===== src/rtl/idu_decq_pkg.sv =====
// Shared IDU types: instruction/tag widths, opcode map, decode-table and queue-entry records.
// Pure declarations; no timing or handshake.
package idu_decq_pkg;

  localparam int INSTR_LEN = 32;
  localparam int XLEN      = 32;

  typedef enum logic [6:0] {
    OPC_LUI    = 7'b0110111,
    OPC_AUIPC  = 7'b0010111,
    OPC_JAL    = 7'b1101111,
    OPC_JALR   = 7'b1100111,
    OPC_BRANCH = 7'b1100011,
    OPC_LOAD   = 7'b0000011,
    OPC_STORE  = 7'b0100011,
    OPC_OPIMM  = 7'b0010011,
    OPC_OP     = 7'b0110011
  } opcode_e;

  typedef struct packed {
    logic       legal;
    logic       lui;
    logic       auipc;
    logic       jal;
    logic       jalr;
    logic       branch;
    logic       load;
    logic       store;
    logic       alu_imm;
    logic       alu_reg;
    logic       imm12;
    logic       imm20;
    logic       rs1_en;
    logic       rs2_en;
    logic       rd_en;
    logic [2:0] funct3;
    logic       funct7_5;
  } decode_out_t;

  typedef struct packed {
    logic [XLEN-1:0] tag;
    logic [4:0]      rs1;
    logic [4:0]      rs2;
    logic [4:0]      rd;
    logic [4:0]      shamt;
    logic [XLEN-1:0] imm;
    logic            imm_valid;
    decode_out_t     dec;
  } idu0_out_t;

endpackage


===== src/rtl/idu_decq_if.sv =====
// IFU -> decode queue -> idu1 handshake bundle; slave is the queue's view, master the surroundings'.
// Carries valid/ready on both sides plus flush and occupancy.
interface idu_decq_if
  import idu_decq_pkg::*;
#(
  parameter int DEPTH = 4
);
  logic [INSTR_LEN-1:0]         instr;
  logic                         instr_valid;
  logic [XLEN-1:0]              instr_tag;
  logic                         instr_ready;
  idu0_out_t                    idu0_out;
  logic                         idu0_valid;
  logic                         idu0_ready;
  logic                         pipe_flush;
  logic [$clog2(DEPTH+1)-1:0]   occupancy;

  modport master (
    output instr, instr_valid, instr_tag, idu0_ready, pipe_flush,
    input  instr_ready, idu0_out, idu0_valid, occupancy
  );

  modport slave (
    input  instr, instr_valid, instr_tag, idu0_ready, pipe_flush,
    output instr_ready, idu0_out, idu0_valid, occupancy
  );
endinterface


===== src/rtl/fifo.sv =====
// Generic count-based FIFO with flush; write-to-read latency 1 cycle, reset clears storage.
// Push ignored when full, pop ignored when empty; flush wins over both and keeps storage.
module fifo #(
  parameter int WIDTH = 8,
  parameter int DEPTH = 4
) (
  input  logic                       clk,
  input  logic                       rst_n,
  input  logic                       flush_i,
  input  logic                       push_i,
  input  logic [WIDTH-1:0]           dat_i,
  input  logic                       pop_i,
  output logic [WIDTH-1:0]           dat_o,
  output logic                       full_o,
  output logic                       empty_o,
  output logic [$clog2(DEPTH+1)-1:0] count_o
);
  localparam int PW = $clog2(DEPTH);
  localparam int CW = $clog2(DEPTH+1);

  logic [WIDTH-1:0] mem_q [DEPTH];
  logic [PW-1:0]    wr_ptr_q, wr_ptr_d;
  logic [PW-1:0]    rd_ptr_q, rd_ptr_d;
  logic [CW-1:0]    count_q, count_d;
  logic             do_push, do_pop;

  assign full_o  = (count_q == CW'(DEPTH));
  assign empty_o = (count_q == '0);
  assign do_push = push_i & ~full_o & ~flush_i;
  assign do_pop  = pop_i & ~empty_o & ~flush_i;

  // Pointers wrap naturally since DEPTH is a power of two; full/empty come from count only.
  always_comb begin
    wr_ptr_d = wr_ptr_q;
    rd_ptr_d = rd_ptr_q;
    count_d  = count_q;
    if (flush_i) begin
      wr_ptr_d = '0;
      rd_ptr_d = '0;
      count_d  = '0;
    end else begin
      if (do_push) wr_ptr_d = wr_ptr_q + PW'(1);
      if (do_pop)  rd_ptr_d = rd_ptr_q + PW'(1);
      count_d = count_q + CW'(do_push) - CW'(do_pop);
    end
  end

  always_ff @(posedge clk or negedge rst_n) begin
    if (!rst_n) begin
      wr_ptr_q <= '0;
      rd_ptr_q <= '0;
      count_q  <= '0;
    end else begin
      wr_ptr_q <= wr_ptr_d;
      rd_ptr_q <= rd_ptr_d;
      count_q  <= count_d;
    end
  end

  always_ff @(posedge clk or negedge rst_n) begin
    if (!rst_n) begin
      for (int i = 0; i < DEPTH; i++) mem_q[i] <= '0;
    end else if (do_push) begin
      mem_q[wr_ptr_q] <= dat_i;
    end
  end

  assign dat_o   = mem_q[rd_ptr_q];
  assign count_o = count_q;

endmodule


===== src/rtl/idu_dec_table.sv =====
// RV32I decode table: opcode/funct fields to control bits and legality.
// Purely combinational; no handshake.
module idu_dec_table
  import idu_decq_pkg::*;
(
  input  logic [INSTR_LEN-1:0] instr_i,
  output decode_out_t          dec_o
);
  logic [2:0] f3;
  logic [6:0] f7;
  logic       unused_fields;

  assign f3            = instr_i[14:12];
  assign f7            = instr_i[31:25];
  assign unused_fields = ^{instr_i[24:15], instr_i[11:7]};

  // Unknown opcodes fall through with every bit clear, which marks them illegal.
  always_comb begin
    dec_o          = '0;
    dec_o.funct3   = f3;
    dec_o.funct7_5 = instr_i[30];
    case (instr_i[6:0])
      OPC_LUI: begin
        dec_o.legal = 1'b1; dec_o.lui = 1'b1; dec_o.imm20 = 1'b1; dec_o.rd_en = 1'b1;
      end
      OPC_AUIPC: begin
        dec_o.legal = 1'b1; dec_o.auipc = 1'b1; dec_o.imm20 = 1'b1; dec_o.rd_en = 1'b1;
      end
      OPC_JAL: begin
        dec_o.legal = 1'b1; dec_o.jal = 1'b1; dec_o.imm20 = 1'b1; dec_o.rd_en = 1'b1;
      end
      OPC_JALR: begin
        dec_o.legal = (f3 == 3'd0);
        dec_o.jalr = 1'b1; dec_o.imm12 = 1'b1; dec_o.rs1_en = 1'b1; dec_o.rd_en = 1'b1;
      end
      OPC_BRANCH: begin
        dec_o.legal  = (f3 != 3'd2) && (f3 != 3'd3);
        dec_o.branch = 1'b1; dec_o.rs1_en = 1'b1; dec_o.rs2_en = 1'b1;
      end
      OPC_LOAD: begin
        dec_o.legal = (f3 inside {3'd0, 3'd1, 3'd2, 3'd4, 3'd5});
        dec_o.load  = 1'b1; dec_o.rs1_en = 1'b1; dec_o.rd_en = 1'b1;
      end
      OPC_STORE: begin
        dec_o.legal = (f3 < 3'd3);
        dec_o.store = 1'b1; dec_o.rs1_en = 1'b1; dec_o.rs2_en = 1'b1;
      end
      OPC_OPIMM: begin
        if (f3 == 3'd1)      dec_o.legal = (f7 == 7'h00);
        else if (f3 == 3'd5) dec_o.legal = (f7 == 7'h00) || (f7 == 7'h20);
        else                 dec_o.legal = 1'b1;
        dec_o.alu_imm = 1'b1; dec_o.imm12 = 1'b1; dec_o.rs1_en = 1'b1; dec_o.rd_en = 1'b1;
      end
      OPC_OP: begin
        dec_o.legal   = (f7 == 7'h00) || ((f7 == 7'h20) && ((f3 == 3'd0) || (f3 == 3'd5)));
        dec_o.alu_reg = 1'b1; dec_o.rs1_en = 1'b1; dec_o.rs2_en = 1'b1; dec_o.rd_en = 1'b1;
      end
      default: ;
    endcase
  end

endmodule


===== src/rtl/idu_immgen.sv =====
// Sign-extended immediate selection (U/J/B/S/I forms) and imm_valid from the decode bits.
// Purely combinational; no handshake.
module idu_immgen
  import idu_decq_pkg::*;
(
  input  logic [INSTR_LEN-1:0] instr_i,
  input  decode_out_t          dec_i,
  output logic [XLEN-1:0]      imm_o,
  output logic                 imm_valid_o
);
  logic unused_dec;

  assign unused_dec = ^{instr_i[6:0], dec_i};

  always_comb begin
    imm_o = '0;
    if (dec_i.imm20 && !dec_i.jal)
      imm_o = {instr_i[31:12], 12'b0};
    else if (dec_i.jal)
      imm_o = {{12{instr_i[31]}}, instr_i[19:12], instr_i[20], instr_i[30:21], 1'b0};
    else if (dec_i.branch)
      imm_o = {{20{instr_i[31]}}, instr_i[7], instr_i[30:25], instr_i[11:8], 1'b0};
    else if (dec_i.store)
      imm_o = {{21{instr_i[31]}}, instr_i[30:25], instr_i[11:7]};
    else if (dec_i.imm12 || dec_i.load)
      imm_o = {{21{instr_i[31]}}, instr_i[30:20]};
  end

  // Jump/branch offsets are consumed as targets, not as operand immediates.
  assign imm_valid_o = (dec_i.imm20 & ~dec_i.jal) | dec_i.imm12 | dec_i.load | dec_i.store;

endmodule


===== src/rtl/idu_decq.sv =====
// Decode-on-entry queue between IFU and idu1; accept-to-head 1 cycle, 1 instr/cycle sustained.
// instr_ready = not full (independent of idu0_ready); flush empties in one cycle. IDU_DECQ_PERF_EN adds hwm/stall_cnt.
module idu_decq
  import idu_decq_pkg::*;
#(
  parameter int DEPTH = 4
) (
  input  logic                       clk,
  input  logic                       rst_n,
  idu_decq_if.slave                  bus
`ifdef IDU_DECQ_PERF_EN
  ,
  output logic [$clog2(DEPTH+1)-1:0] hwm,
  output logic [31:0]                stall_cnt
`endif
);
  localparam int CW = $clog2(DEPTH+1);
  localparam int EW = $bits(idu0_out_t);

  decode_out_t     dec;
  logic [XLEN-1:0] imm;
  logic            imm_valid;
  idu0_out_t       entry;
  logic [EW-1:0]   head;
  logic            full, empty;
  logic [CW-1:0]   count;

  idu_dec_table u_dec (
    .instr_i (bus.instr),
    .dec_o   (dec)
  );

  idu_immgen u_immgen (
    .instr_i     (bus.instr),
    .dec_i       (dec),
    .imm_o       (imm),
    .imm_valid_o (imm_valid)
  );

  always_comb begin
    entry           = '0;
    entry.tag       = bus.instr_tag;
    entry.rs1       = bus.instr[19:15];
    entry.rs2       = bus.instr[24:20];
    entry.rd        = bus.instr[11:7];
    entry.shamt     = bus.instr[24:20];
    entry.imm       = imm;
    entry.imm_valid = imm_valid;
    entry.dec       = dec;
  end

  fifo #(
    .WIDTH (EW),
    .DEPTH (DEPTH)
  ) u_q (
    .clk     (clk),
    .rst_n   (rst_n),
    .flush_i (bus.pipe_flush),
    .push_i  (bus.instr_valid),
    .dat_i   (entry),
    .pop_i   (bus.idu0_ready),
    .dat_o   (head),
    .full_o  (full),
    .empty_o (empty),
    .count_o (count)
  );

  assign bus.instr_ready = ~full;
  assign bus.idu0_valid  = ~empty;
  assign bus.idu0_out    = idu0_out_t'(head);
  assign bus.occupancy   = count;

`ifdef IDU_DECQ_PERF_EN
  logic [CW-1:0] hwm_q, hwm_d;
  logic [31:0]   stall_cnt_q, stall_cnt_d;

  // Counters survive flush; only reset clears them.
  always_comb begin
    hwm_d       = (count > hwm_q) ? count : hwm_q;
    stall_cnt_d = stall_cnt_q;
    if (bus.instr_valid && full && (stall_cnt_q != 32'hFFFF_FFFF))
      stall_cnt_d = stall_cnt_q + 32'd1;
  end

  always_ff @(posedge clk or negedge rst_n) begin
    if (!rst_n) begin
      hwm_q       <= '0;
      stall_cnt_q <= '0;
    end else begin
      hwm_q       <= hwm_d;
      stall_cnt_q <= stall_cnt_d;
    end
  end

  assign hwm       = hwm_d;
  assign stall_cnt = stall_cnt_q;
`endif

endmodule


===== src/flat_wrapper.sv =====
// flat-port wrapper written by rule: the top's interface ports become plain ports
module idu_decq_flat import idu_decq_pkg::*;
#(
  parameter int DEPTH = 4
)
  (clk, rst_n, bus_instr, bus_instr_valid, bus_instr_tag, bus_idu0_ready, bus_pipe_flush, bus_instr_ready, bus_idu0_out, bus_idu0_valid, bus_occupancy);
  idu_decq_if #(.DEPTH(DEPTH)) bus_i ();
  input  logic clk;
  input  logic rst_n;
  input wire logic [$bits(bus_i.instr)-1:0] bus_instr;
  input wire logic [$bits(bus_i.instr_valid)-1:0] bus_instr_valid;
  input wire logic [$bits(bus_i.instr_tag)-1:0] bus_instr_tag;
  input wire logic [$bits(bus_i.idu0_ready)-1:0] bus_idu0_ready;
  input wire logic [$bits(bus_i.pipe_flush)-1:0] bus_pipe_flush;
  output wire logic [$bits(bus_i.instr_ready)-1:0] bus_instr_ready;
  output wire logic [$bits(bus_i.idu0_out)-1:0] bus_idu0_out;
  output wire logic [$bits(bus_i.idu0_valid)-1:0] bus_idu0_valid;
  output wire logic [$bits(bus_i.occupancy)-1:0] bus_occupancy;
  assign bus_i.instr = bus_instr;
  assign bus_i.instr_valid = bus_instr_valid;
  assign bus_i.instr_tag = bus_instr_tag;
  assign bus_i.idu0_ready = bus_idu0_ready;
  assign bus_i.pipe_flush = bus_pipe_flush;
  assign bus_instr_ready = bus_i.instr_ready;
  assign bus_idu0_out = bus_i.idu0_out;
  assign bus_idu0_valid = bus_i.idu0_valid;
  assign bus_occupancy = bus_i.occupancy;
  idu_decq #(.DEPTH(DEPTH)) u_core (.clk(clk), .rst_n(rst_n), .bus(bus_i));
endmodule

===== config.mk =====
export PLATFORM = sky130hd
export DESIGN_NAME = idu_decq_flat
export DESIGN_NICKNAME = d
export VERILOG_FILES = /design/src/rtl/idu_decq_pkg.sv /design/src/rtl/idu_decq_if.sv /design/src/rtl/fifo.sv /design/src/rtl/idu_dec_table.sv /design/src/rtl/idu_immgen.sv /design/src/rtl/idu_decq.sv /design/src/flat_wrapper.sv
export SDC_FILE = /design/constraint.sdc
export NUM_CORES = 1
export LEC_CHECK = 0
export ABC_AREA = 1
export BUFFER_PORTS_ARGS = -buffer_cell sky130_fd_sc_hd__buf_2
export CORE_ASPECT_RATIO = 1.4
export CORE_MARGIN = 2
export CORE_UTILIZATION = 25
export CTS_CLUSTER_DIAMETER = 60
export CTS_CLUSTER_SIZE = 30
export DETAILED_ROUTE_END_ITERATION = 8
export PLACE_DENSITY = 0.4
export SETUP_SLACK_MARGIN = 0.02
export SYNTH_ARGS = -nofsm -noshare
export SYNTH_HDL_FRONTEND = slang
export SYNTH_HIERARCHICAL = 1
export SYNTH_SLANG_ARGS = --single-unit

===== constraint.sdc =====
create_clock -name clk -period 2.1 [get_ports clk]
set_clock_uncertainty 0.15 [all_clocks]
set_input_delay 0.42 -clock clk [delete_from_list [all_inputs] [get_ports clk]]
set_output_delay 0.42 -clock clk [all_outputs]
set_load 0.1 [all_outputs]

Yosys cells after proc, flatten, opt, wreduce, memory -nomap -nowiden:

Index checks and enable logic that the tools add are counted.
W data, S select, Z words.

* register bits: 423
* bits of input ports: 69
* output and inout port bits: 109
* word-level logic and storage cells: 99

* $add $sub $neg: 4
* magnitude comparators: 4
* eq/ne operators: 17
* mux-type cells: 33
* bitwise logic cells: 14
* reduce and logical (&&, ||, !) cells: 20

Operators by type and width (number)
* $bwmux W416: 1
* $mux W104: 3
* $bmux W104 S2: 1
* $demux W104 S2: 1
* $mux W32: 5
* $eq A7 B6 Y1 const B: 4
* $eq A7 B7 Y1 const B: 3
* $mux W1: 16
* $eq A7 B5 Y1 const B: 2
* $eq A3 B3 Y1 const B: 3
* $mux W2: 4
* $eq A7 B2 Y1 const B: 1
* $logic_not A7 Y1: 1
* $pmux W1 S7: 1
* $reduce_or A7 Y1: 1
* $ge A3 B3 Y1 const B: 2
* $logic_not A3 Y1: 2
* $ne A3 B2 Y1 const B: 2
* $not A2 Y3: 2
* $reduce_or A3 Y1: 2
* $reduce_or A6 Y1: 1
* $and A1 B1 Y1: 5
* $reduce_bool A5 Y1: 1
* $add A2 B1 Y2 const B: 2
* 14 further kinds: 26

Logic depth before layout (Yosys ltp):

Gate-level depths: netlist (run 1).

* word-level depth: 10
* gate-level depth with buffers: 14
* depth with buffers taken out: 13

Modules after synthesis:

The synthesis (run 1) kept the hierarchy.

By module, submodules not included
* fifo: times used 1, cells an instance 2499, area an instance 20118.0 µm², seq. area each 10585.2 µm²
* idu_immgen: times used 1, cells an instance 109, area an instance 466.7 µm², seq. area each 0.0 µm²
* idu_dec_table: times used 1, cells an instance 79, area an instance 390.4 µm², seq. area each 0.0 µm²
* idu_decq: times used 1, cells an instance 2, area an instance 7.5 µm², seq. area each 0.0 µm²

Least setup slack after synthesis (run 1):

OpenSTA, ideal clock, no wires.

* path type: flip-flop to output port
* start point: register u_core.u_q.rd_ptr_q[0]
* end point: output port bus_idu0_out[81]
* arrival time: 2.668 ns
* path slack: -1.138 ns
* cell stages (with the launch flop): 8
* buffers on the path: 4
* path through: dfrtp_1 > buf_2 > inv_1 > buf_2 > buf_2 > buf_2 > o21ai_0 > o22ai_1

* cells in the longest elaborated chain, start to end: 4

RTL lines
* start: declaration: RTL line fifo.sv:23 `logic [PW-1:0] rd_ptr_q, rd_ptr_d;`
* start signal: assignment: RTL line fifo.sv:55 `rd_ptr_q <= rd_ptr_d;`
* $not A2 Y3 (not written as such): RTL line fifo.sv:68 `assign dat_o = mem_q[rd_ptr_q];`
* $bmux W104 S2: RTL line fifo.sv:68
* $mux W104 (not written as such) (2 in series): RTL line fifo.sv:68
* end: declaration: RTL line flat_wrapper.sv:16 `output wire logic [$bits(bus_i.idu0_out)-1:0] bus_idu0_out;`

Every way passes these cells. The select of a mux whose other input is x is not followed.

Worst setup path in the final report (run 1):

* start point: register u_core.u_q.rd_ptr_q[0]
* end point: output port bus_idu0_out[83]

The elaborated chain is that of the path after synthesis.

==> results of run 1 <==
-- registers in the layout, summed over array words and instances (netlist names) --
register	count
u_core/u_q/mem_q	416
u_core/u_q/count_o	3
u_core/u_q/rd_ptr_q	2
u_core/u_q/wr_ptr_q	2
-- final cells by class --
cell class | instances | area, µm²
fillers | 8299 | 52090
multi-input cells | 1957 | 11270
flip-flops and latches | 423 | 10600
repair buffers | 443 | 6101
well taps | 1079 | 1350
clock buffers | 46 | 1097
clock inverters | 28 | 307.8
inverters | 48 | 222.7
diodes | 1 | 2.502
-- how the worst max path moves through the flow --
stage,start,to,slack [ns],depth (start not counted)
5_1_grt,u_core/u_q/rd_ptr_q[0],bus_idu0_out[83],-0.71,6
2_1_floorplan,u_core/u_q/rd_ptr_q[0],bus_idu0_out[81],-0.33,7
6_report,u_core/u_q/rd_ptr_q[0],bus_idu0_out[83],-0.65,6
4_1_cts,u_core/u_q/rd_ptr_q[0],bus_idu0_out[98],-0.70,6
3_5_place_dp,bus_instr[3],u_core/u_q/mem_q[259],-0.23,15
3_3_place_gp,bus_instr[3],u_core/u_q/mem_q[259],-0.23,15
-- routing by layer --
| metal | up-vias | track usage | wire, µm |
|---|---|---|---|
| met3 | 112 | 0.02466 | 5388 |
| li1 | 9672 | - | - |
| met1 | 10714 | 0.2683 | 39990 |
| met2 | 748 | 0.3535 | 45810 |
| met4 | 4 | 0.05083 | 2152 |
| met5 | - | 0 | 23 |
-- per-stage QoR --
step | hold slack, ns | utilization | total power (µW) | instance area (µm²) | setup TNS (ns)
3_3_place_gp | 0.1568 | 0.3327 | 38580 | 27630 | -14.25
5_1_grt | 0.01280 | 0.3727 | 50640 | 30950 | -70.12
3_5_place_dp | 0.1497 | 0.3327 | 38760 | 27630 | -15.48
6_report | 0.03507 | 0.3727 | 48520 | 30960 | -61.91
4_1_cts | 0.007871 | 0.3615 | 48090 | 30020 | -67.57
2_1_floorplan | -0.02559 | - | 28720 | 22670 | -10.85
-- report_power, final --
part | switching [µW] | total [µW] | internal [µW]
logic | 18500 | 28800 | 10300
registers | 1360 | 11600 | 10300
clock network | 3800 | 8080 | 4280
total | 23700 | 48500 | 24800
-- kinds of logic after synthesis --
logic type	Yosys count	synth area share
AND/OR/NAND/NOR	1619	0.3446
flip-flops	423	0.5045
AO/OA/AOI/OAI	329	0.08515
buffers and inverters	309	0.06041
adder cells (fa/ha/maj)	7	0.004532
XOR/XNOR	2	0.0008350
-- layout by cell type, fill, tap and decap left out, types with 11 or more instances in the layout --
cell type,n
buf_12,178
buf_16,12
buf_2,67
buf_4,110
buf_6,20
clkbuf_16,58
dfrtp_1,418
dlygate4sd3_1,34
inv_1,35
nand2_1,914
nand2_2,11
nand3_1,16
nand4_1,423
nor2_1,194
nor2_2,43
nor2_4,11
o21ai_0,11
o21ai_1,104
o21ai_2,88
o21ai_4,11
o22ai_4,104
-- repair_timing --
action	4_1_cts	5_1_grt
hold buffers	34	0
pin swaps	50	35
cloned	6	19
hold endpoints to repair	419	0
endpoints found under the setup margin	111	380
gates resized for setup	240	189
buffers inserted	16	11
-- critical path, cell delays in order (launching register included) --
cell and delay, ns:
dfrtp_4 0.59, clkinv_8 0.12, buf_12 0.18, buf_12 0.17
nor2_1 0.07, o22ai_4 0.23, buf_12 0.21
==> out/metrics.cfg, run 1 <==
[worst_setup_path]
rrSetupSlack_ns = -0.22
worst_r2r_endpoint = u_core/u_q/count_o[1]
worstPathMaxFanout = 13
required_ns = 1.53
cp-end-kind = output pin
rr_startpoint = u_core/u_q/count_o[0]
cp.arrival_ns = 2.18
reg2reg_depth = 11
startpoint_type = flip-flop
crit_type = reg -> out

[clock_tree]
clock_sinks = 423
insertion_delay_ns = 0.59
cts_tree = yes
htree_levels = 2
cts_buffers = 41
clkSlewWorstSetupHoldPaths_ns = 0.08
clockRootBuffer = clkbuf_16
cts_buffer_depth = 3

[synth]
postSynthAreaPerCell_um2 = 7.803
synth_warnings = 6
yosysTopAreaCellShare = 0.5045
synth_seq_cells = 423
synthArstFlopShare = 1.000
syn_nets = 2765
seq_area_frac_synth = 0.5045
synth.most_common_cell = nand2_1
synth_area_leaders = dfrtp_1 50%, nand2_1 16%, nand4_1 13%
synth-edff-count = 0
synth_area_leader_cell = dfrtp_1
syn_inst = 2689
yosys_most_used_dff = dfrtp_1
synth_common_cells = 918 x nand2_1, 423 x dfrtp_1, 423 x nand4_1, 242 x nor2_1, 211 x o21ai_0
synthesis.area_um2 = 20980
synth.distinct_cells = 28

[min_path]
holdPathStages = 3
hold_path.class = in -> reg
worstHoldEndpoint = u_core/u_q/mem_q[382]
hp-start = bus_instr[18]

[detailed_routing]
drt_iter0_drc = 1662
routedWlPerCell_um = 23.20
drcViolationCount = 0
first_pass_iters = 5
via_per_inst = 5.280
drtAntennaViolNets = 0
vias = 21250
routed_wl_um = 93360

[sta]
setup_viol = 108
period_minus_slack_ns = 2.749
max_slew_margin = 0.4920
timing.final.ws_setup_ns = -0.6492
rsz0062_at_grt = true
hold_viol = 0
fin_crit_sh = 1.309
drv_slew = 0
max_freq_mhz = 363.7
worst_pin_slew_ns = 0.7620

[pwr]
ir_drop_uv = 933.1
power.leakage_uw = 0.01493
powerDensity_nw_per_um2 = 1567

[outcome]
violations = setup timing
status = finished, violations left

[grt]
grt_pass1_wl_um = 137100
grt_pass1_vias = 21313
grt.overflow.total = 0
grt_usage = 0.2037
grt_max_degree = 142
grt_antenna_before_repair = 4

[placed_design]
dpl_worst_slack_ns = -0.2253
globalplace.congestion = 0.8146
dp_hpwl_um = 51750
dp.cells = 3868
portBuffers = 177

[cells_and_area]
nNetsFinal = 2990
post_layout_nonfiller_instances = 4025
area_delta_synth_final_pct = 47.53
drive_above_1_share = 0.2649

[floorplan]
pin_count = 178
initial_core_util = 0.2527
fp.coreArea_um2 = 83050
dieArea_um2 = 86300
rows = 125
die_height_um = 346.8
die_w_um = 248.8

[job]
maxCapViolCount = 0

Note: power is estimated with default switching activity, not from simulation.
==> run 2, diff against run 1 <==
Settings changed: GPL_TIMING_DRIVEN set to 0.
==> run 2 against run 1 <==
Final cell count increased by 1.8%; non-clock buffer count increased by 74; clock power decreased by 3.1%; highest routed layer unchanged; global-route usage increased by 1.4 points; hold slack improved by 0.0055 ns; wire length increased by 2.8%; sequential share of layout area increased by 1.2 points; critical endpoint is now bus_idu0_out[7]; total power decreased by 2.5%; critical path depth increased by 2; the run still ends with setup timing left; first-iteration DRC count increased by 9.6%.
==> out/metrics.cfg, run 2 (synthesis results as in run 1) <==
[outcome]
status = finished, violations left  ; unchanged
violations = setup timing  ; unchanged

[sta]
worst_pin_slew_ns = 0.7749  ; was 0.7620 ns
max_freq_mhz = 344.3  ; was 363.7 MHz
tns_ns = -86.24  ; was -61.91 ns
setup_viol = 238  ; was 108
max_slew_margin = 0.4834  ; was 0.4920
hold_viol = 0  ; unchanged
timing.final.ws_setup_ns = -0.8043  ; was -0.6492 ns
drv_slew = 0  ; unchanged
rsz0062_at_grt = true  ; unchanged
fin_crit_sh = 1.383  ; was 1.309
period_minus_slack_ns = 2.904  ; was 2.749 ns

[min_path]
hold_path.class = in -> reg  ; unchanged
holdPathStages = 3  ; unchanged
hp-start = bus_instr[19]  ; was bus_instr[18]
worstHoldEndpoint = u_core/u_q/mem_q[175]  ; was u_core/u_q/mem_q[382]

[cells_and_area]
area_delta_synth_final_pct = 42.25  ; was 47.53%
regArea_um2 = 10600  ; about the same
multi_input_area_um2 = 11040  ; was 11270 µm²
drive_above_1_share = 0.2415  ; was 0.2649
layout_common_cells = 898 x nand2_1, 423 x nand4_1, 419 x dfrtp_1, 198 x nor2_1, 114 x buf_12  ; was 914 x nand2_1, 423 x nand4_1, 418 x dfrtp_1, 194 x nor2_1, 178 x buf_12
num-fill-cells = 8474  ; was 8299
fin_util = 0.3594  ; was 0.3727
largest_reg_flops = 416  ; unchanged
nNetsFinal = 3062  ; was 2990
largest_register = u_core/u_q/mem_q  ; unchanged
finalInstanceArea_um2 = 29850  ; was 30960 µm²
final_common_cell = nand2_1  ; unchanged

[detailed_routing]
first_pass_iters = 6  ; was 5
drtAntennaViolNets = 0  ; unchanged
via_per_inst = 5.164  ; was 5.280
routed_wl_um = 96000  ; was 93360 µm
vias = 21155  ; was 21250
drt_iter0_drc = 1822  ; was 1662
routedWlPerCell_um = 23.43  ; was 23.20 µm
drcViolationCount = 0  ; unchanged

[clock_tree]
cts_buffer_depth = 3  ; unchanged
htree_levels = 2  ; unchanged
cts_tree = yes  ; unchanged
clock_sinks = 423  ; unchanged
cts_buffers = 39  ; was 41
clkSlewWorstSetupHoldPaths_ns = 0.09  ; was 0.08 ns
insertion_delay_ns = 0.61  ; was 0.59 ns
clockRootBuffer = clkbuf_16  ; unchanged

[placed_design]
dpl_cell_area_um2 = 25030  ; was 27630 µm²
dp_hpwl_um = 66400  ; was 51750 µm
globalplace.congestion = 0.8291  ; was 0.8146
dpl_worst_slack_ns = -1.210  ; was -0.2253 ns
portBuffers = 176  ; was 177

[job]
maxCapViolCount = 0  ; unchanged

[grt]
grt_pass1_vias = 21161  ; was 21313
grt_pass1_wl_um = 142000  ; was 137100 µm
grt_antenna_before_repair = 4  ; unchanged
use_met1 = 0.2857  ; was 0.2683
grt.overflow.total = 0  ; unchanged
met3_usage = 0.02834  ; was 0.02466
grt_max_degree = 109  ; was 142
gr-usage-met2 = 0.3681  ; was 0.3535
busiest_layer = met2  ; unchanged
grt_usage = 0.2179  ; was 0.2037

[pwr]
power.leakage_uw = 0.01449  ; was 0.01493 µW
powerDensity_nw_per_um2 = 1584  ; was 1567 nW/µm²
power_uw = 47290  ; was 48520 µW
ir_drop_uv = 916.8  ; was 933.1 µV

[worst_setup_path]
worst_r2r_endpoint = u_core/u_q/mem_q[113]  ; was u_core/u_q/count_o[1]
crit_type = reg -> out  ; unchanged
startpoint_type = flip-flop  ; unchanged
required_ns = 1.53  ; about the same
rrSetupSlack_ns = -0.19  ; was -0.22 ns
cp-end-kind = output pin  ; unchanged
worstPathMaxFanout = 10  ; was 13
reg2reg_depth = 9  ; was 11
rr_startpoint = u_core/u_q/count_o[1]  ; was u_core/u_q/count_o[0]
cp.arrival_ns = 2.33  ; was 2.18 ns

[floorplan]
die_w_um = 248.8  ; unchanged
fp.coreArea_um2 = 83050  ; unchanged
dieArea_um2 = 86300  ; unchanged
die_height_um = 346.8  ; unchanged
rows = 125  ; unchanged
initial_core_util = 0.2527  ; unchanged
pin_count = 178  ; unchanged

## run 2: cell types whose count changed in the layout (fill, tap and decap cells not counted), moves of 9 or more
cell and change:
clkbuf_4 +31, buf_8 +9, buf_4 -77, nand2_1 -16, o21ai_2 -57, o21ai_1 -9
buf_12 -64, buf_2 +35, clkbuf_1 +64, nand2_2 +12, o21ai_0 +72, clkbuf_2 +69
clkbuf_16 -12
## run 2: through the flow
stage | hold slack [ns] | instances
floorplan | -0.02559 | 2689
global placement | 0.3072 | 3944
detailed placement | 0.2067 | 3948
CTS | 0.0004330 | 4072
global route | 0.01421 | 4096
finish | 0.04052 | 4097
## run 2: worst max-delay path by stage
stage,start,to,slack (ns),cells after the start
global route,u_core/u_q/rd_ptr_q[0],bus_idu0_out[72],-0.86,8
detailed placement,u_core/u_q/rd_ptr_q[0],bus_idu0_out[0],-1.21,6
finish,u_core/u_q/rd_ptr_q[0],bus_idu0_out[7],-0.80,8
CTS,u_core/u_q/rd_ptr_q[1],bus_idu0_out[52],-0.86,6
floorplan,u_core/u_q/rd_ptr_q[0],bus_idu0_out[81],-0.33,7
global placement,rst_n,u_core/u_q/count_o[2],-10.39,1
## run 2: timing repair
item                                    CTS  global route
hold buffers                             42             0
endpoints found under the setup margin  527           528
cloned                                    7             4
buffers inserted                          5            24
endpoints found under the hold margin   182             0
gates resized for setup                 551           406
pin swaps                                 9            33
## run 2: layout make-up
type	instances	share of cell area
multi-input cells	1957	0.3699
well taps	1079	0.04523
inverters	48	0.007000
clock buffers	41	0.03328
repair buffers	262	0.1190
flip-flops and latches	423	0.3550
diodes	3	0.0002515
plain buffers	255	0.05864
clock inverters	29	0.01165
## run 2: where the power goes
group | internal, µW | switching, µW
Clock | 3820 | 4020
Combinational | 9560 | 18300
Sequential | 10300 | 1300
## run 2: metal layers
metal / up-vias / part of all wire
met3: 161 / 0.050
met1: 10525 / 0.43
met2: 676 / 0.49
li1: 9789 / -
met4: 4 / 0.036
met5: - / 0.00024
## run 2: critical path: stages, from the launching register on
cell     delay [ns]
dfrtp_2        0.43
buf_12         0.16
inv_8          0.07
buf_12         0.16
buf_16         0.18
buf_8          0.17
nor2_1         0.08
o22ai_4        0.25
buf_12         0.22
==> run 3, diff against run 2 <==
Settings changed: ABC_AREA 1 to unset, PLACE_DENSITY 0.4 to 0.41.
==> run 3 against run 2 <==
The flow still finishes with violations (setup timing); hold slack better by 0.032 ns; flip-flop and latch count unchanged; clock power grew 13%; critical path depth is 3 lower; die area down 8.5%; fmax increased by 2.2%; via count decreased by 44%; largest cell class is now flip-flops and latches.
==> out/metrics.cfg, run 3 <==
[outcome]
status = finished, violations left  ; unchanged
violations = setup timing  ; unchanged

[worst_setup_path]
rr_startpoint = u_core/u_q/count_o[2]  ; was u_core/u_q/count_o[1]
rrSetupSlack_ns = -0.50  ; was -0.19 ns
crit_type = reg -> out  ; unchanged
worstPathMaxFanout = 10  ; unchanged
path_cells = clkbuf_16, buf_16, buf_12, mux4_2, buf_8  ; was buf_12, inv_8, buf_12, buf_16, buf_8, nor2_1, o22ai_4, buf_12
required_ns = 1.53  ; about the same
startpoint_type = flip-flop  ; unchanged
reg2reg_depth = 10  ; was 9
path_buf_inv = 4  ; was 6
cp.arrival_ns = 2.27  ; was 2.33 ns
cp-end-kind = output pin  ; unchanged
slowest_delay_ns = 0.56  ; was 0.43 ns
worst_r2r_endpoint = u_core/u_q/count_o[2]  ; was u_core/u_q/mem_q[113]
critPathTopFamily = buffers and inverters  ; unchanged
crit_slowest_cell = mux4_2  ; was dfrtp_2

[grt]
grt_pass1_wl_um = 94680  ; was 142000 µm
grt_antenna_before_repair = 5  ; was 4
grt_usage = 0.1619  ; was 0.2179
grt.overflow.total = 0  ; unchanged
grt_max_degree = 112  ; was 109
grt_pass1_vias = 13436  ; was 21161

[cells_and_area]
num-fill-cells = 7075  ; was 8474
diodes = 0  ; was 3
area_delta_synth_final_pct = 53.25  ; was 42.25%
post_layout_nonfiller_instances = 2596  ; was 4097
layout_common_cells = 419 x dfrtp_1, 393 x mux2_4, 108 x buf_12, 104 x mux4_2, 91 x buf_6  ; was 898 x nand2_1, 423 x nand4_1, 419 x dfrtp_1, 198 x nor2_1, 114 x buf_12
final_common_cell = dfrtp_1  ; was nand2_1
nNetsFinal = 1662  ; was 3062
largest_reg_flops = 416  ; unchanged
largest_register = u_core/u_q/mem_q  ; unchanged
drive_above_1_share = 0.6568  ; was 0.2415
fin_util = 0.3852  ; was 0.3594

[floorplan]
initial_core_util = 0.2514  ; was 0.2527
rows = 120  ; was 125
dieArea_um2 = 78960  ; was 86300 µm²
pin_count = 178  ; unchanged
fp.coreArea_um2 = 76270  ; was 83050 µm²
die_w_um = 238.1  ; was 248.8 µm
die_height_um = 331.7  ; was 346.8 µm

[synth]
synthAdderAreaFrac = 0.004960  ; was 0.004532
synth_warnings = 6  ; unchanged
synthXorXnorAreaFrac = 0.001827  ; was 0.0008348
synth_area_leader_cell = dfrtp_1  ; unchanged
yosys_most_used_dff = dfrtp_1  ; unchanged
synthMuxAreaShare = 0.3670  ; was 0
synth.most_common_cell = dfrtp_1  ; was nand2_1
synth-simple-area-share = 0.02956  ; was 0.3446
yosysTopAreaCellShare = 0.5521  ; was 0.5045
syn_inst = 1180  ; was 2689
synth_compound_gate_area_share = 0.01534  ; was 0.08515
synth_top_family_by_area = multiplexers  ; was simple AND/OR/NAND/NOR gates
postSynthAreaPerCell_um2 = 16.25  ; was 7.803 µm²
synthArstFlopShare = 1.000  ; unchanged
synth.distinct_cells = 54  ; was 28
synth_area_leaders = dfrtp_1 55%, mux2_2 17%, mux4_2 12%  ; was dfrtp_1 50%, nand2_1 16%, nand4_1 13%
synthesis.area_um2 = 19170  ; was 20980 µm²
syn_nets = 1256  ; was 2765
synth_common_cells = 423 x dfrtp_1, 296 x mux2_2, 120 x mux2_1, 104 x mux4_2, 32 x buf_2  ; was 918 x nand2_1, 423 x dfrtp_1, 423 x nand4_1, 242 x nor2_1, 211 x o21ai_0
synth-edff-count = 0  ; unchanged
synth_seq_cells = 423  ; unchanged
seq_area_frac_synth = 0.5521  ; was 0.5045

[sta]
timing.final.ws_setup_ns = -0.7427  ; was -0.8043 ns
setup_viol = 505  ; was 238
period_minus_slack_ns = 2.843  ; was 2.904 ns
rsz0062_at_grt = true  ; unchanged
fin_crit_sh = 1.354  ; was 1.383
hold_viol = 0  ; unchanged
worst_pin_slew_ns = 0.7769  ; was 0.7749 ns
max_slew_margin = 0.4748  ; was 0.4834
tns_ns = -155.32  ; was -86.24 ns
drv_slew = 0  ; unchanged
max_freq_mhz = 351.8  ; was 344.3 MHz

[detailed_routing]
drtAntennaViolNets = 0  ; unchanged
drt_iter0_drc = 453  ; was 1822
drcViolationCount = 0  ; unchanged
routedWlPerCell_um = 25.08  ; was 23.43 µm
vias = 11901  ; was 21155
first_pass_iters = 4  ; was 6
via_per_inst = 4.584  ; was 5.164
routed_wl_um = 65110  ; was 96000 µm

[clock_tree]
insertion_delay_ns = 0.60  ; was 0.61 ns
cts_buffers = 42  ; was 39
htree_levels = 2  ; unchanged
cts_buffer_depth = 3  ; unchanged
clockRootBuffer = clkbuf_16  ; unchanged
clkSlewWorstSetupHoldPaths_ns = 0.08  ; was 0.09 ns
cts_tree = yes  ; unchanged
clock_sinks = 423  ; unchanged

[min_path]
hold_path.class = in -> reg  ; unchanged
holdPathStages = 2  ; was 3
worstHoldEndpoint = u_core/u_q/mem_q[57]  ; was u_core/u_q/mem_q[175]
hp-start = bus_instr[7]  ; was bus_instr[19]

[placed_design]
globalplace.congestion = 0.7212  ; was 0.8291
dp_hpwl_um = 38350  ; was 66400 µm
portBuffers = 175  ; was 176
dp.cells = 2335  ; was 3948

[pwr]
p_seq_frac = 0.290  ; was 0.244
powerDensity_nw_per_um2 = 1351  ; was 1584 nW/µm²
swShare = 0.4030  ; was 0.5005
ir_drop_uv = 1694  ; was 916.8 µV
pwr-share-clk = 0.222  ; was 0.166
power_switching_uw = 16000  ; was 23670 µW
internal-power_uw = 23710  ; was 23620 µW
power.leakage_uw = 0.01315  ; was 0.01449 µW
pwr-share-comb = 0.488  ; was 0.590

[job]
maxCapViolCount = 0  ; unchanged

==> run 3: cell count changes after synthesis, sizes merged, moves of 8 or more <==
cell	delta
nand2	-897
nand4	-423
mux2	+416
nor2	-233
o21ai	-207
clkbuf	-153
mux4	+104
o22ai	-103
inv	-35
buf	-26
nand3	-15
nor3	+9
a21o	+8
==> run 3: power by group through the flow <==
stage,Combinational (µW),Clock [µW],Sequential [µW]
finish,19400,8820,11500
global route,20200,9460,11800
CTS,18800,9150,11500
detailed placement,15600,0,11600
global placement,15500,0,11500
floorplan,13200,0,11300
==> run 3: final cells by class <==
| cell class | count | area (µm²) | area share |
|---|---|---|---|
| Multi-Input combinational cell | 662 | 9844 | 0.3350 |
| Clock buffer | 49 | 1117 | 0.03803 |
| Buffer | 68 | 1166 | 0.03969 |
| Inverter | 13 | 51.30 | 0.001746 |
| Timing Repair Buffer | 376 | 4922 | 0.1675 |
| Tap cell | 976 | 1221 | 0.04156 |
| Clock inverter | 29 | 465.4 | 0.01584 |
| Sequential cell | 423 | 10600 | 0.3606 |
==> run 3: per-stage QoR <==
step	total power [µW]	area, µm²	hold WS, ns	setup slack, ns
floorplan	24520	20660	-0.02559	-0.6782
global placement	27010	22760	0.3125	-9.912
detailed placement	27170	22880	0.1691	-1.134
CTS	39480	29080	0.04094	-0.8351
global route	41400	29380	0.04547	-0.8361
finish	39710	29380	0.07298	-0.7427
==> run 3: layer usage <==
metal / part of all wire / vias up / GRT usage
li1: - / 5199 / -
met1: 0.43 / 6407 / 0.2072
met2: 0.50 / 216 / 0.2750
met3: 0.048 / 69 / 0.03840
met4: 0.021 / 10 / 0.03963
met5: 0.00089 / - / 0
==> run 3: logic make-up after synthesis <==
kind of cell	after synthesis
multiplexers	521
AND/OR/NAND/NOR	93
AO/OA/AOI/OAI	37
buffers and inverters	95
XOR/XNOR	4
flip-flops	423
adder cells (fa/ha/maj)	7
==> run 3: worst max path at each step <==
| stage | startpoint | slack [ns] | end | cells after the start |
|---|---|---|---|---|
| 2_1_floorplan | u_core/u_q/count_o[2] | -0.68 | u_core/u_q/count_o[2] | 11 |
| 3_3_place_gp | rst_n | -9.91 | u_core/u_q/count_o[1] | 1 |
| 3_5_place_dp | u_core/u_q/rd_ptr_q[1] | -1.13 | bus_idu0_out[36] | 5 |
| 4_1_cts | u_core/u_q/rd_ptr_q[0] | -0.84 | bus_idu0_out[51] | 5 |
| 5_1_grt | u_core/u_q/rd_ptr_q[0] | -0.84 | bus_idu0_out[59] | 5 |
| 6_report | u_core/u_q/rd_ptr_q[0] | -0.74 | bus_idu0_out[59] | 5 |
==> run 3: repair_timing <==
action / in CTS / in global routing
endpoints found under the setup margin: 529 / 633
setup buffers: 91 / 29
cloned: 47 / 11
gates resized for setup: 533 / 158
hold buffers: 46 / 0
endpoints found under the hold margin: 281 / 0
pin swaps: 16 / 15
==> run 3: worst register-to-register path, cell delays in order, from the launching register on <==
cell     delay (ns)
dfrtp_4        0.49
nor3b_4        0.17
or3_1          0.37
ha_1           0.31
inv_2          0.07
ha_4           0.12
inv_2          0.03
fa_2           0.37
xor2_2         0.19
and2_4         0.16
nor3_2         0.09
